==> config.mk <==
export PLATFORM = sky130hd
export DESIGN_NAME = imm_extend_pipe
export DESIGN_NICKNAME = d
export VERILOG_FILES = /design/src/rtl/imm_extend_pipe.sv
export SDC_FILE = /design/constraint.sdc
export NUM_CORES = 1
export LEC_CHECK = 0
export ABC_AREA = 0
export CAP_MARGIN = 10
export CORE_UTILIZATION = 51
export CTS_BUF_LIST = sky130_fd_sc_hd__clkbuf_4
export DETAILED_ROUTE_END_ITERATION = 6
export PLACE_DENSITY = 0.76
export SKIP_CTS_REPAIR_TIMING = 1
export SYNTH_ARGS = -nofsm -noshare
export SYNTH_HDL_FRONTEND = slang
export SYNTH_SLANG_ARGS = --single-unit
==> constraint.sdc <==
create_clock -name clk -period 4.6 [get_ports clk]
set_input_delay 0.92 -clock clk [delete_from_list [all_inputs] [get_ports clk]]
set_output_delay 0.92 -clock clk [all_outputs]
set_load 0.02 [all_outputs]
==> src/rtl/imm_extend_pipe.sv <==
// Pipelined immediate extender (sign/zero/upper/branch) with a 2-entry valid/ready output buffer.
// Optional pop counter port xfer_cnt is enabled by defining IMM_EXT_CNT_EN.
module imm_extend_pipe #(
  parameter int IN_W  = 16,
  parameter int OUT_W = 32
) (
  input  logic             clk,
  input  logic             reset,
  input  logic             in_valid,
  output logic             in_ready,
  input  logic [IN_W-1:0]  in_data,
  input  logic [1:0]       in_mode,
  output logic             out_valid,
  input  logic             out_ready,
  output logic [OUT_W-1:0] out_data,
  output logic [1:0]       out_mode
`ifdef IMM_EXT_CNT_EN
  ,
  output logic [15:0]      xfer_cnt
`endif
);

  localparam int EW = OUT_W - IN_W;

  logic [OUT_W-1:0] sext;
  logic [OUT_W-1:0] ext;

  always_comb begin
    sext = {{EW{in_data[IN_W-1]}}, in_data};
    case (in_mode)
      2'd0:    ext = sext;
      2'd1:    ext = {{EW{1'b0}}, in_data};
      2'd2:    ext = {in_data, {EW{1'b0}}};
      default: ext = {sext[OUT_W-3:0], 2'b00};
    endcase
  end

  logic [OUT_W-1:0] data0_q, data0_d, data1_q, data1_d;
  logic [1:0]       mode0_q, mode0_d, mode1_q, mode1_d;
  logic [1:0]       count_q, count_d;
  logic             in_ready_q, in_ready_d;
  logic             push, pop;
  logic [1:0]       wr_idx;

  // Slot 0 is always the head; a pop shifts slot 1 down before the new entry lands.
  always_comb begin
    push       = in_valid && in_ready_q;
    pop        = (count_q != 2'd0) && out_ready;
    data0_d    = data0_q;
    data1_d    = data1_q;
    mode0_d    = mode0_q;
    mode1_d    = mode1_q;
    wr_idx     = count_q - {1'b0, pop};
    if (pop) begin
      data0_d = data1_q;
      mode0_d = mode1_q;
    end
    if (push) begin
      if (wr_idx == 2'd0) begin
        data0_d = ext;
        mode0_d = in_mode;
      end else begin
        data1_d = ext;
        mode1_d = in_mode;
      end
    end
    count_d    = count_q + {1'b0, push} - {1'b0, pop};
    in_ready_d = (count_d != 2'd2);
  end

  always_ff @(posedge clk or posedge reset) begin
    if (reset) begin
      data0_q    <= '0;
      data1_q    <= '0;
      mode0_q    <= '0;
      mode1_q    <= '0;
      count_q    <= '0;
      in_ready_q <= 1'b0;
    end else begin
      data0_q    <= data0_d;
      data1_q    <= data1_d;
      mode0_q    <= mode0_d;
      mode1_q    <= mode1_d;
      count_q    <= count_d;
      in_ready_q <= in_ready_d;
    end
  end

  assign in_ready  = in_ready_q;
  assign out_valid = (count_q != 2'd0);
  assign out_data  = out_valid ? data0_q : '0;
  assign out_mode  = out_valid ? mode0_q : '0;

`ifdef IMM_EXT_CNT_EN
  logic [15:0] xfer_cnt_q, xfer_cnt_d;

  always_comb begin
    xfer_cnt_d = xfer_cnt_q + {15'd0, pop};
  end

  always_ff @(posedge clk or posedge reset) begin
    if (reset) xfer_cnt_q <= '0;
    else       xfer_cnt_q <= xfer_cnt_d;
  end

  assign xfer_cnt = xfer_cnt_q;
`endif

endmodule

Yosys cells after proc, flatten, opt, wreduce, memory -nomap -nowiden:

Cells that the tools add are included.

* register bits: 71
* bits of input ports: 22
* output and inout bits: 36
* logic and storage cells: 28

* add/sub/neg operators: 3
* eq/ne operators: 3
* multiplexer cells: 9
* bitwise gates (word level): 1
* reduce and logical (&&, ||, !) cells: 6

Operators with widths (count)
* 32-bit two-way mux: 4
* 32-bit case mux with 3 select lines: 1
* 2-bit two-way mux: 4
* 2-bit logical NOT: 2
* 2-bit by 1-bit subtractor with 2-bit output: 2
* 2-bit by 1-bit adder with 2-bit output: 1
* 2-bit by 1-bit equality test with 1-bit output, second input constant: 1
* 2-bit equality test, second input constant: 1
* 1-bit logical AND: 2
* 2-bit != test, second input constant: 1
* 2-bit AND reduction: 1
* 2-bit nonzero test: 1
* 1-bit inverter: 1

Longest topological paths before layout:

* depth after elaboration: 6
* depth in mapped cells: 7
* gate-level depth less buffers: 5

Worst setup path after synthesis:

No wires, ideal clock.

* path type: register to output
* start: register count_q[1]
* end: output port out_data[12]
* arrival: 1256 ps
* data required time: 3680 ps
* slack: 2424 ps
* stages on the path, launching flop included: 4
* buffers on the path: 1
* path through: dfrtp_1 nor2_1 clkbuf_1 and2b_1

* cells in the longest elaborated chain, start to end: 2

Ends and longest elaborated chain
* start: declaration: RTL line 40 `logic [1:0] count_q, count_d;`
* start signal: assignment: RTL line 84 `count_q <= count_d;`
* 2-bit nonzero test: RTL line 90 `assign out_valid = (count_q != 2'd0);`
* 32-bit two-way mux: RTL line 91 `assign out_data = out_valid ? data0_q : '0;`
* end: declaration: RTL line 15 `output logic [OUT_W-1:0] out_data,`

Every way passes these cells.

Worst setup path in the final report:

* start: register count_q[1]
* end: output port out_data[5]

Same word-level chain as after synthesis.

==> results by group <==
CTS
  • H-Tree Level Count: 3
  • TritonCTS clock tree: yes
  • Clock root buffer: clkbuf_4
  • Clock-pin slew on the worst setup and hold paths: 0.10 ns
  • Clk Latency, worst-skew pair: 0.41 ns
  • Sink Count: 71
  • TritonCTS buffer count: 9
  • CTS max path bufs: 2

Timing
  • Hold_ws: approximately 0.52 ns
  • Fin worst setup slack: 1.16 ns
  • Setup violators final: 0
  • Minimum clock period: 3.44 ns
  • RSZ-0062 raised after global routing: no
  • Worst Tran Pin Value: ~0.95 ns
  • Post-route clock period utilization: 0.748
  • Peak Freq: 291 MHz
  • Sum Neg Setup Slack: 0 ns
  • Layout Skew: 0.0116 ns
  • Max Slew Vio Count: 0
  • Final hold vios: 0
  • Relative slew slack: 0.363

Cells and area
  • Layout area overhead: 19.1%
  • Share of post-route cells with drive strength above 1: 0.116
  • Reg area: roughly 0.0018 sq mm
  • Ant. Diodes: 0
  • Fillers: 641
  • Multi-input logic area: 0.00180 sq mm
  • Fin cells: 488
  • Nets: 407

Synthesis
  • Cell count after synthesis: 332
  • Synth top area share: 0.457
  • Synth unique cells: 31
  • Syn_area_per_cell: 11.7 sq um
  • Yosys top cell by area: dfrtp_1
  • Synth cell count leaders: mux2i_1 (99), dfrtp_1 (71), inv_1 (35)
  • #FFs+latches synth: 71
  • Synthesized Nets: 355
  • Ys flop type: dfrtp_1
  • Most common cell in the netlist: mux2i_1
  • Synthesized area: 0.00388 sq mm
  • Seq/Total Area, Yosys: 0.457
  • Synth async-reset ratio: 1.00
  • Top post-synthesis cells by area: dfrtp_1 (46%), mux2i_1 (26%), nor2b_1 (4.3%)
  • Post-synth EDFFs: 0
  • Yosys warnings: 0

Global routing
  • Vias in the first global route: 2566
  • First-pass GRT wire length: around 13000 um
  • Pin count of the biggest net entering global routing: 47
  • Total track usage: 0.224
  • GRT overflow: 0
  • Initial antenna violation count: 0

Worst setup path
  • Arrival @ worst endpoint: 2.52 ns
  • R2R Setup Slk: 2.37 ns
  • R2R Path Start: count_q[1]
  • Startpoint Class: register
  • CP Class: reg -> out
  • CP Max Fanout: 19
  • R2R depth: 6
  • Reg-to-reg critical path endpoint: in_ready
  • CP required: 3.68 ns
  • Crit. End Element: output pin

Routing
  • 1st-pass router iterations: 4
  • Final wirelength: roughly 8000 um
  • DRC Markers: 0
  • Antenna viol nets, final: 0
  • WL per Instance: ~16 um
  • Initial DRC Count: 115
  • Via/cell ratio: approximately 5.2
  • Total number of vias: 2536

Pwr
  • Cell Int Power: 0.00198 W
  • Net Sw Frac: 0.369
  • PwrDens: a little under 700 mW/mm^2
  • Clock power share: 0.156
  • Reg power frac: 0.348
  • Total power: 0.00313 W
  • Leak: approximately 2.3 nW
  • P_sw: 0.00116 W
  • Logic gate share of total power: 0.496
  • IR drop worst, VDD: 0.377 mV

Floorplan
  • Die span in x: 89.3 um
  • Starting Density: 0.533
  • Num ports: between 50 and 60
  • FP Rows: 31
  • Chip height: 89.3 um
  • Die area: 0.00797 sq mm
  • CORE AREA: 0.00729 sq mm

Min path
  • Hold Path Cell Cnt: 2
  • Worst hold path endpoint: data1_q[22]
  • Hold crit path type: reg -> reg
  • Hold Crit Start: data1_q[22]

Run
  • Max cap viols: 0

Outcome
  • Status: finished, final reports clean

Placement
  • Dpl cells: 472
  • Gpl congestion: 0.773
  • Detailed Place HPWL: 5590 um
  • DP Worst Slack: 1.56 ns
  • PortBufs: 57
==> worst max-delay path, cell delays in order (launching register included) <==
cell,delay (ns)
dfrtp_1,0.46
nor2_2,0.56
buf_4,0.35
and2b_1,0.20
clkdlybuf4s50_1,0.53
==> layer usage <==
layer	wire length, um	GRT usage
met1	3690	0.289
met2	3870	0.374
met3	245	0.0406
met4	141	0.0924
met5	0	0
==> cell usage in the layout (no fill, tap or decap), types with 2 or more instances in the layout <==
cell type        synthesis  routed
bufinv_16                0       3
clkbuf_4                 0       9
mux2_1                   2       2
nor2b_1                 27      27
mux2_2                  14      14
mux2i_1                 99      99
inv_1                   35      34
and3_1                   3       3
buf_4                    6       6
a21oi_1                 18      18
inv_2                    1       2
nand2_1                  3       3
a22oi_1                 10      10
clkinv_1                 0       2
dfrtp_1                 71      71
and2b_1                  9       9
mux2_4                   4       4
clkdlybuf4s50_1          0      57
==> final cells by class <==
type	instances	share of cell area
inverter	36	0.0292
clock buffer	9	0.0146
sequential	71	0.384
timing repair buffer	63	0.133
tap	99	0.0268
clock inverter	7	0.0241
multi-input combinational	203	0.388
==> flip-flops by register name, summed over array words and instances, names as in the netlist <==
signal	count
in_ready	1
mode1_q	2
data1_q	32
data0_q	32
count_q	2
mode0_q	2
==> logic make-up after synthesis <==
family                   Yosys count  synth area share
XOR/XNOR                           2           0.00451
buffers and inverters             58            0.0834
flip-flops                        71             0.457
AO/OA/AOI/OAI                     33            0.0535
AND/OR/NAND/NOR                   48            0.0809
multiplexers                     119             0.317
adder cells (fa/ha/maj)            1           0.00322
==> per-stage QoR <==
step	instance area, sq um	utilization
floorplan	3880	-
global placement	4450	0.610
detailed placement	4450	0.610
CTS	4630	0.635
global route	4630	0.635
finish	4630	0.635
==> power by group through the flow <==
stage                     Clock [W]  Combinational (W)  Sequential [W]
after floorplan                   0            0.00111         0.00105
after global placement            0            0.00153         0.00109
after detailed placement          0            0.00157         0.00111
after CTS                  0.000503            0.00157         0.00109
after global routing       0.000525            0.00169         0.00113
final                      0.000489            0.00155         0.00109
==> how the worst max path moves through the flow <==
stage,from,slack [ns],endpoint
2_1_floorplan,reset,1.88,count_q[0]
4_1_cts,count_q[1],1.10,out_data[18]
3_5_place_dp,out_ready,1.56,data0_q[14]
5_1_grt,count_q[1],1.02,out_data[18]
3_3_place_gp,out_ready,1.60,data0_q[13]
6_report,count_q[1],1.16,out_data[5]
No activity file was read; power rests on OpenSTA's default activity.
